===== src/rtl/program_loader_pkg.sv =====
// program_loader_pkg
// Shared definitions for the boot-time program loader: the loader state
// encoding and the byte stride of each target memory.
//
// Contents:
//   state_t              - loader states IDLE, IMEM, DMEM, DRAIN, RUN
//   IMEM_BYTES_PER_WORD  - byte stride between instruction-memory words
//   DMEM_BYTES_PER_WORD  - byte stride between data-memory words
package program_loader_pkg;

   typedef enum logic [2:0] {
      IDLE  = 3'd0,
      IMEM  = 3'd1,
      DMEM  = 3'd2,
      DRAIN = 3'd3,
      RUN   = 3'd4
   } state_t;

   localparam int IMEM_BYTES_PER_WORD = 4;
   localparam int DMEM_BYTES_PER_WORD = 8;

endpackage


===== src/rtl/program_loader_if.sv =====
// program_loader_if
// Bundles the loader's input word stream and both external memory write
// ports.
//
// Signals:
//   in_valid / in_ready / in_data      - 64-bit valid/ready word stream
//   addr_ext / wen_ext / wdata_ext     - instruction-memory write port
//   addr_ext_2 / wen_ext_2 / wdata_ext_2 - data-memory write port
//
// Modports:
//   master - host side: drives the stream, observes the write ports
//   slave  - loader side: accepts the stream, drives the write ports
interface program_loader_if;

   logic        in_valid;
   logic        in_ready;
   logic [63:0] in_data;

   logic [63:0] addr_ext;
   logic        wen_ext;
   logic [31:0] wdata_ext;

   logic [63:0] addr_ext_2;
   logic        wen_ext_2;
   logic [63:0] wdata_ext_2;

   modport master (
      output in_valid, in_data,
      input  in_ready,
      input  addr_ext, wen_ext, wdata_ext,
      input  addr_ext_2, wen_ext_2, wdata_ext_2
   );

   modport slave (
      input  in_valid, in_data,
      output in_ready,
      output addr_ext, wen_ext, wdata_ext,
      output addr_ext_2, wen_ext_2, wdata_ext_2
   );

endinterface


===== src/rtl/load_counter.sv =====
// load_counter
// Beat counter for one memory phase. It captures the phase length on load,
// counts accepted beats, and flags the beat that will complete the phase.
//
// Ports:
//   clk, arst_n - clock, asynchronous active-low reset
//   load        - restart at 0 and capture limit
//   limit       - number of beats in this phase
//   inc         - one beat accepted this cycle
//   count       - index of the next beat (also its word offset)
//   last        - the next beat is the final one of the phase
module load_counter #(
   parameter int WIDTH = 10
) (
   input  logic             clk,
   input  logic             arst_n,
   input  logic             load,
   input  logic [WIDTH-1:0] limit,
   input  logic             inc,
   output logic [WIDTH-1:0] count,
   output logic             last
);

   localparam logic [WIDTH-1:0] ONE = {{(WIDTH-1){1'b0}}, 1'b1};

   logic [WIDTH-1:0] count_q;
   logic [WIDTH-1:0] limit_q;

   // The counter is one bit wider than the largest beat index, so it can hold
   // the full depth and never wraps on a legal load.
   always_ff @(posedge clk or negedge arst_n) begin
      if (!arst_n) begin
         count_q <= '0;
         limit_q <= '0;
      end else if (load) begin
         count_q <= '0;
         limit_q <= limit;
      end else if (inc) begin
         count_q <= count_q + ONE;
      end
   end

   assign count = count_q;
   assign last  = ((count_q + ONE) == limit_q);

endmodule


===== src/rtl/program_loader.sv =====
// program_loader
// Boot-time loader in front of the CPU. It streams an image from the host
// into instruction memory, then data memory, keeps a wrapping checksum of
// every accepted word, and finally enables the CPU.
//
// Ports:
//   clk, arst_n   - clock, asynchronous active-low reset
//   start         - load request, honoured only in IDLE
//   imem_words    - instruction words to load (latched on accepted start)
//   dmem_words    - data words to load (latched on accepted start)
//   halt          - stop the running CPU, back to IDLE
//   bus           - word stream and both memory write ports (slave side)
//   cpu_enable    - high only in RUN
//   busy          - high in IMEM, DMEM or DRAIN
//   error         - sticky flag for an oversize request
//   checksum      - modulo 2^64 sum of accepted words
module program_loader
   import program_loader_pkg::*;
#(
   parameter int IMEM_DEPTH = 512,
   parameter int DMEM_DEPTH = 1024
) (
   input  logic                    clk,
   input  logic                    arst_n,
   input  logic                    start,
   input  logic [9:0]              imem_words,
   input  logic [10:0]             dmem_words,
   input  logic                    halt,
   program_loader_if.slave         bus,
   output logic                    cpu_enable,
   output logic                    busy,
   output logic                    error,
   output logic [63:0]             checksum
);

   localparam logic [31:0] IMEM_LIMIT = IMEM_DEPTH;
   localparam logic [31:0] DMEM_LIMIT = DMEM_DEPTH;

   state_t      state_q;
   state_t      state_d;

   logic        in_ready_q;
   logic        cpu_enable_q;
   logic        busy_q;
   logic        error_q;
   logic [63:0] checksum_q;
   logic        dmem_pending_q;

   logic [63:0] addr_q;
   logic        wen_q;
   logic [31:0] wdata_q;
   logic [63:0] addr2_q;
   logic        wen2_q;
   logic [63:0] wdata2_q;

   logic        oversize;
   logic        start_ok;
   logic        start_bad;
   logic        beat;
   logic        imem_beat;
   logic        dmem_beat;

   logic [9:0]  imem_count;
   logic        imem_last;
   logic [10:0] dmem_count;
   logic        dmem_last;

   assign oversize  = (32'(imem_words) > IMEM_LIMIT) || (32'(dmem_words) > DMEM_LIMIT);
   assign start_ok  = start && (state_q == IDLE) && !oversize;
   assign start_bad = start && (state_q == IDLE) && oversize;

   assign beat      = bus.in_valid && in_ready_q;
   assign imem_beat = beat && (state_q == IMEM);
   assign dmem_beat = beat && (state_q == DMEM);

   load_counter #(.WIDTH(10)) u_imem_counter (
      .clk    (clk),
      .arst_n (arst_n),
      .load   (start_ok),
      .limit  (imem_words),
      .inc    (imem_beat),
      .count  (imem_count),
      .last   (imem_last)
   );

   load_counter #(.WIDTH(11)) u_dmem_counter (
      .clk    (clk),
      .arst_n (arst_n),
      .load   (start_ok),
      .limit  (dmem_words),
      .inc    (dmem_beat),
      .count  (dmem_count),
      .last   (dmem_last)
   );

   // Next-state logic. Empty phases are skipped straight away, so IMEM and
   // DMEM are only ever entered with at least one beat to take.
   always_comb begin
      state_d = state_q;
      unique case (state_q)
         IDLE: begin
            if (start_ok) begin
               if (imem_words != 10'd0) begin
                  state_d = IMEM;
               end else if (dmem_words != 11'd0) begin
                  state_d = DMEM;
               end else begin
                  state_d = DRAIN;
               end
            end
         end
         IMEM: begin
            if (imem_beat && imem_last) begin
               state_d = dmem_pending_q ? DMEM : DRAIN;
            end
         end
         DMEM: begin
            if (dmem_beat && dmem_last) begin
               state_d = DRAIN;
            end
         end
         DRAIN: state_d = RUN;
         RUN: begin
            if (halt) begin
               state_d = IDLE;
            end
         end
         default: state_d = IDLE;
      endcase
   end

   // State register. The status outputs are decoded from the next state so
   // they stay registered yet line up with the state they describe.
   always_ff @(posedge clk or negedge arst_n) begin
      if (!arst_n) begin
         state_q      <= IDLE;
         in_ready_q   <= 1'b0;
         busy_q       <= 1'b0;
         cpu_enable_q <= 1'b0;
      end else begin
         state_q      <= state_d;
         in_ready_q   <= (state_d == IMEM) || (state_d == DMEM);
         busy_q       <= (state_d == IMEM) || (state_d == DMEM) || (state_d == DRAIN);
         cpu_enable_q <= (state_d == RUN);
      end
   end

   // Memory write ports: each accepted beat becomes a one-cycle write pulse
   // in the following cycle. Address and data hold between writes.
   always_ff @(posedge clk or negedge arst_n) begin
      if (!arst_n) begin
         wen_q    <= 1'b0;
         addr_q   <= '0;
         wdata_q  <= '0;
         wen2_q   <= 1'b0;
         addr2_q  <= '0;
         wdata2_q <= '0;
      end else begin
         wen_q  <= imem_beat;
         wen2_q <= dmem_beat;
         if (imem_beat) begin
            addr_q  <= {54'd0, imem_count} * 64'(IMEM_BYTES_PER_WORD);
            wdata_q <= bus.in_data[31:0];
         end
         if (dmem_beat) begin
            addr2_q  <= {53'd0, dmem_count} * 64'(DMEM_BYTES_PER_WORD);
            wdata2_q <= bus.in_data;
         end
      end
   end

   // Checksum, error flag and the latched "data phase follows" bit. An
   // accepted start clears both the checksum and any earlier error.
   always_ff @(posedge clk or negedge arst_n) begin
      if (!arst_n) begin
         checksum_q     <= '0;
         error_q        <= 1'b0;
         dmem_pending_q <= 1'b0;
      end else if (start_ok) begin
         checksum_q     <= '0;
         error_q        <= 1'b0;
         dmem_pending_q <= (dmem_words != 11'd0);
      end else begin
         if (start_bad) begin
            error_q <= 1'b1;
         end
         if (imem_beat) begin
            checksum_q <= checksum_q + {32'd0, bus.in_data[31:0]};
         end else if (dmem_beat) begin
            checksum_q <= checksum_q + bus.in_data;
         end
      end
   end

   assign bus.in_ready    = in_ready_q;
   assign bus.addr_ext    = addr_q;
   assign bus.wen_ext     = wen_q;
   assign bus.wdata_ext   = wdata_q;
   assign bus.addr_ext_2  = addr2_q;
   assign bus.wen_ext_2   = wen2_q;
   assign bus.wdata_ext_2 = wdata2_q;

   assign cpu_enable = cpu_enable_q;
   assign busy       = busy_q;
   assign error      = error_q;
   assign checksum   = checksum_q;

endmodule


===== src/flat_wrapper.sv =====
// flat-port wrapper written by rule: the top's interface ports become plain ports
module program_loader_flat import program_loader_pkg::*;
#(
   parameter int IMEM_DEPTH = 512,
   parameter int DMEM_DEPTH = 1024
)
  (clk, arst_n, start, imem_words, dmem_words, halt, cpu_enable, busy, error, checksum, bus_in_valid, bus_in_data, bus_in_ready, bus_addr_ext, bus_wen_ext, bus_wdata_ext, bus_addr_ext_2, bus_wen_ext_2, bus_wdata_ext_2);
  program_loader_if bus_i ();
  input  logic clk;
  input  logic arst_n;
  input  logic start;
  input  logic [9:0] imem_words;
  input  logic [10:0] dmem_words;
  input  logic halt;
  output logic cpu_enable;
  output logic busy;
  output logic error;
  output logic [63:0] checksum;
  input wire logic [$bits(bus_i.in_valid)-1:0] bus_in_valid;
  input wire logic [$bits(bus_i.in_data)-1:0] bus_in_data;
  output wire logic [$bits(bus_i.in_ready)-1:0] bus_in_ready;
  output wire logic [$bits(bus_i.addr_ext)-1:0] bus_addr_ext;
  output wire logic [$bits(bus_i.wen_ext)-1:0] bus_wen_ext;
  output wire logic [$bits(bus_i.wdata_ext)-1:0] bus_wdata_ext;
  output wire logic [$bits(bus_i.addr_ext_2)-1:0] bus_addr_ext_2;
  output wire logic [$bits(bus_i.wen_ext_2)-1:0] bus_wen_ext_2;
  output wire logic [$bits(bus_i.wdata_ext_2)-1:0] bus_wdata_ext_2;
  assign bus_i.in_valid = bus_in_valid;
  assign bus_i.in_data = bus_in_data;
  assign bus_in_ready = bus_i.in_ready;
  assign bus_addr_ext = bus_i.addr_ext;
  assign bus_wen_ext = bus_i.wen_ext;
  assign bus_wdata_ext = bus_i.wdata_ext;
  assign bus_addr_ext_2 = bus_i.addr_ext_2;
  assign bus_wen_ext_2 = bus_i.wen_ext_2;
  assign bus_wdata_ext_2 = bus_i.wdata_ext_2;
  program_loader #(.IMEM_DEPTH(IMEM_DEPTH), .DMEM_DEPTH(DMEM_DEPTH)) u_core (.clk(clk), .arst_n(arst_n), .start(start), .imem_words(imem_words), .dmem_words(dmem_words), .halt(halt), .bus(bus_i), .cpu_enable(cpu_enable), .busy(busy), .error(error), .checksum(checksum));
endmodule

===== config.mk =====
export PLATFORM = sky130hd
export DESIGN_NAME = program_loader_flat
export DESIGN_NICKNAME = d
export VERILOG_FILES = /design/src/rtl/program_loader_pkg.sv /design/src/rtl/program_loader_if.sv /design/src/rtl/load_counter.sv /design/src/rtl/program_loader.sv /design/src/flat_wrapper.sv
export SDC_FILE = /design/constraint.sdc
export NUM_CORES = 1
export LEC_CHECK = 0
export CORE_MARGIN = 1.5
export CORE_UTILIZATION = 40
export DETAILED_ROUTE_END_ITERATION = 6
export PLACE_DENSITY = 0.76
export SLEW_MARGIN = 20
export SYNTH_ARGS = -nofsm -noshare
export SYNTH_HDL_FRONTEND = slang
export SYNTH_SLANG_ARGS = --single-unit

===== constraint.sdc =====
create_clock -name clk -period 3.3 [get_ports clk]
set_input_delay 0.66 -clock clk [delete_from_list [all_inputs] [get_ports clk]]
set_output_delay 0.66 -clock clk [all_outputs]
set_load 0.1 [all_outputs]

==> results.py <==
metrics = {
    "status": {
        "status": "complete, but fails checks",
        "violations": "negative setup slack",
    },
    "worst_setup_path": {
        "worstPathArrival_ns": 4.17,
        "worstPathRequired_ns": 3.79,
        "cp-start-kind": "register",
        "r2r-start": "u_core.bus.in_ready",
        "r2r_slack_ns": -0.38,
        "timing_worst_setup_path_type": "reg2reg",
        "crit_fanout": 7,
        "path_cells": "nand2_4, or2_4, or3b_4, and2_1, ha_4, nand2_1, o21ai_0, nand2_1, o211ai_1, a221oi_2, a2111oi_4, nor4_2, nor3b_2, mux2i_1",
        "cp_slowest_stage_delay_ns": 0.53,
        "r2r_cells": 14,
        "worst_r2r_endpoint": "u_core.checksum[63]",
        "endpoint": "u_core.checksum[63]",
        "crit_path_frequent_cell": "nand2_1",
        "cp-end-kind": "register",
        "critPathSlowestCell": "a2111oi_4",
        "critical_path.startpoint": "u_core.bus.in_ready",
    },
    "hold_path": {
        "hp-class": "in2async",
    },
    "drt": {
        "wl_per_cell_um": 16.95,
        "first_pass_iters": 5,
        "drt_iter0_markers": 855,
        "vias": 13590,
        "ant_nets": 0,
        "wl_um": 45250,
        "routed_via_density": 5.091,
        "drc": 0,
    },
    "placed_design": {
        "gp_congestion": 0.9381,
        "io_buffers": 276,
        "place_hpwl_um": 33330,
    },
    "synthesis": {
        "yosysWarningCount": 0,
        "ys_seq_area_share_pct": 40.98,
        "synthArstFlopShare_pct": 100.0,
        "synth_area_leaders": "dfrtp_1 (41%), nand2_1 (13%), ha_1 (5.7%)",
        "synth_edf_count": 0,
        "avgSynthCellArea_um2": 8.394,
        "yosysTopAreaCell": "dfrtp_1",
        "syn_inst": 1695,
        "synth_flop_cell": "dfrtp_1",
        "synth-seq-cells": 233,
        "synth_top_cell_area_share_pct": 40.98,
        "ys_types": 74,
        "netlist_area_mm2": 0.01423,
    },
    "final_layout": {
        "syn2layout_area_growth_pct": 41.02,
        "fin_nets": 2349,
        "antennaDiodeCount": 0,
        "final_util_pct": 57.66,
        "fill_cells": 3056,
        "post_route_cells_drive_above_1_share_pct": 29.18,
    },
    "run": {
        "max_cap_violations": 0,
    },
    "timing": {
        "setup_slack_ns": -0.3849,
        "slew_violations": 0,
        "tightest_slew_ns": 0.7114,
        "rsz0062_at_grt": "true",
        "finalSetupViolations": 15,
        "totalNegativeSetupSlack_ns": -2.470,
        "min_period_ns": 3.685,
        "max_freq_mhz": 271.4,
        "clock_skew_ns": 0.01464,
        "final-hold-violation-count": 0,
        "max_slew_margin_pct": 52.57,
        "finalCritPeriodShare_pct": 111.7,
    },
    "clocking": {
        "clock-sinks": 233,
        "clock_latency_ns": 0.57,
        "htreeDepth": 1,
        "path_clk_slew_ns": 0.06,
        "max-clock-path-buffers": 3,
        "clock-root-buffer": "clkbuf_16",
        "cts_buffers": 27,
        "cts-hold-fix-buffers": 0,
        "cts_tree": "done",
    },
    "global_route": {
        "grt_usage_pct": 24.19,
        "use_met2_pct": 42.25,
        "grt_max_degree": 81,
        "antenna_found_initial": 0,
        "use_met3_pct": 2.960,
        "grt_pass1_vias": 13730,
        "grt-ovfl-total": 0,
        "met1_usage_pct": 30.15,
        "grt_pass1_wl_um": 70870,
        "busiest_layer": "met2",
    },
    "floorplanning": {
        "fp.dieH_um": 191.6,
        "start_util_pct": 40.89,
        "dieWidth_um": 191.6,
        "rows": 68,
        "ioPinCount": 384,
        "core_area_mm2": 0.03480,
        "die_area_mm2": 0.03671,
    },
    "power": {
        "power_leakage_uw": 0.01017,
        "ir_worst_vdd_mv": 0.9087,
        "powerDensity_mw_per_mm2": 1144,
    },
}
==> cells in the final DEF, fill, tap and decap left out, types with 5 or more instances in the layout <==
| cell | n |
|---|---|
| o21ai_1 | 14 |
| o211ai_1 | 10 |
| clkinv_2 | 5 |
| nor4_1 | 7 |
| or3_1 | 7 |
| inv_1 | 17 |
| xnor2_1 | 44 |
| a21oi_1 | 72 |
| nor3_1 | 15 |
| clkdlybuf4s50_1 | 87 |
| xor2_1 | 46 |
| ha_4 | 14 |
| o21bai_1 | 12 |
| dfrtp_1 | 232 |
| o31ai_1 | 13 |
| mux2i_1 | 6 |
| and3_1 | 16 |
| and2_1 | 23 |
| a21oi_2 | 18 |
| ha_1 | 49 |
| mux2_2 | 20 |
| nor3_2 | 5 |
| clkbuf_16 | 27 |
| nor2b_1 | 6 |
| nor2_2 | 6 |
| buf_12 | 5 |
| nand2_1 | 490 |
| o21ai_0 | 95 |
| buf_4 | 447 |
| nand4_1 | 19 |
| nand3_1 | 24 |
| a21o_1 | 35 |
| and2_4 | 12 |
| conb_1 | 107 |
| clkbuf_8 | 9 |
| nor2_1 | 66 |
==> sequential cells by signal, indices dropped and copies added (netlist names) <==
| signal | count |
|---|---|
| u_core.checksum | 64 |
| u_core.bus.wen_ext | 1 |
| u_core.bus.in_ready | 1 |
| u_core.bus.wdata_ext | 32 |
| u_core.bus.wdata_ext_2 | 64 |
| u_core.u_imem_counter.limit_q | 10 |
| u_core.bus.addr_ext_2 | 11 |
| u_core.bus.addr_ext | 10 |
| u_core.u_dmem_counter.count | 11 |
| u_core.u_dmem_counter.limit_q | 11 |
| u_core.u_imem_counter.count | 10 |
| u_core.cpu_enable | 1 |
| u_core.error | 1 |
| u_core.dmem_pending_q | 1 |
| u_core.state_q | 3 |
| u_core.busy | 1 |
| u_core.bus.wen_ext_2 | 1 |
==> final cells by class <==
type	instances	area (µm²)	share of cell area (%)
clock inverter	11	132.6	0.6611
timing repair buffer	545	4395	21.91
tap	455	569.3	2.838
clock buffer	39	810.8	4.041
multi-input combinational	1367	8248	41.11
inverter	19	72.57	0.3617
sequential	233	5834	29.08
==> what timing repair did <==
item | in CTS | in global routing
resized for setup | 56 | 22
pin swaps | 30 | 16
hold endpoints to repair | 0 | 0
buffers inserted | 8 | 4
gates cloned | 2 | 0
setup endpoints to repair | 26 | 26
==> Yosys cell counts (7+ instances only) <==
cell type  instances
inv_1             18
mux2_2            20
and2_1            35
and3_1            18
nand3_1           25
clkbuf_1          48
nand2_1          496
xnor2_1           44
nor2b_1            7
a21o_1            35
or3_1             10
o31ai_1           14
nor3_1            21
dfrtp_1          233
buf_4            107
o211ai_1          10
o21bai_1          14
ha_1              65
o21ai_0          106
xor2_1            47
buf_2             15
nand4_1           19
buf_1             13
a21oi_1           91
nor4_1             9
nor2_1            74
==> worst max-delay path: cells and delay by family (launching register included) <==
kind | cells | cell delay, ns
multiplexers | 1 | 0.20
adder cells (fa/ha/maj) | 1 | 0.30
flip-flops | 1 | 0.42
AO/OA/AOI/OAI | 4 | 1.17
AND/OR/NAND/NOR | 8 | 1.51
==> worst min-delay path by stage <==
stage,slack (ns),start,to,cells past startpoint
6_report,0.07,arst_n,u_core.u_dmem_counter.limit_q[4],1
2_1_floorplan,0.36,arst_n,u_core.bus.addr_ext[10],0
3_3_place_gp,0.46,u_core.bus.wdata_ext_2[15],u_core.bus.wdata_ext_2[15],2
5_1_grt,0.11,arst_n,u_core.u_dmem_counter.limit_q[4],1
3_5_place_dp,0.46,u_core.bus.wdata_ext_2[50],u_core.bus.wdata_ext_2[50],2
4_1_cts,0.1,arst_n,u_core.u_dmem_counter.limit_q[4],1
==> power breakdown <==
group	internal [µW]	switching (µW)	leakage, µW
registers	3710	763	0.00303
logic	5100	10200	0.00668
clock network	1870	1280	0.000464
==> per-layer routing <==
layer	up-vias	routed length, µm
met5	-	0
met1	6535	19240
li1	6527	-
met3	92	2235
met4	0	1646
met2	434	22130
==> kinds of logic (layout without fill, tap and decap cells) <==
| kind of cell | Yosys count | in the layout | synth area share, % |
|---|---|---|---|
| other | 1 | 107 | 0.02636 |
| adders and majority gates | 66 | 66 | 5.857 |
| DFF | 233 | 233 | 40.98 |
| muxes | 27 | 27 | 2.084 |
| and+or+nand+nor | 744 | 746 | 22.65 |
| AOI/OAI and AO/OA | 330 | 330 | 14.48 |
| xor gates and xnor gates | 91 | 91 | 5.602 |
| buffers and inverters | 203 | 614 | 8.319 |
==> metrics by stage <==
stage / setup slack (ns) / cells / instance area [µm²] / hold slack [ns] / total power, µW
after floorplan: -0.3947 / 1801 / 15000 / 0.3644 / 14780
after global placement: -1.061 / 2605 / 18640 / 0.4589 / 18860
after detailed placement: -1.147 / 2605 / 18640 / 0.4635 / 19120
after CTS: -0.2709 / 2665 / 19940 / 0.09662 / 22820
after global routing: -0.4391 / 2669 / 20060 / 0.1069 / 24170
final: -0.3849 / 2669 / 20060 / 0.07109 / 22950
No activity file was read; power rests on OpenSTA's default activity.
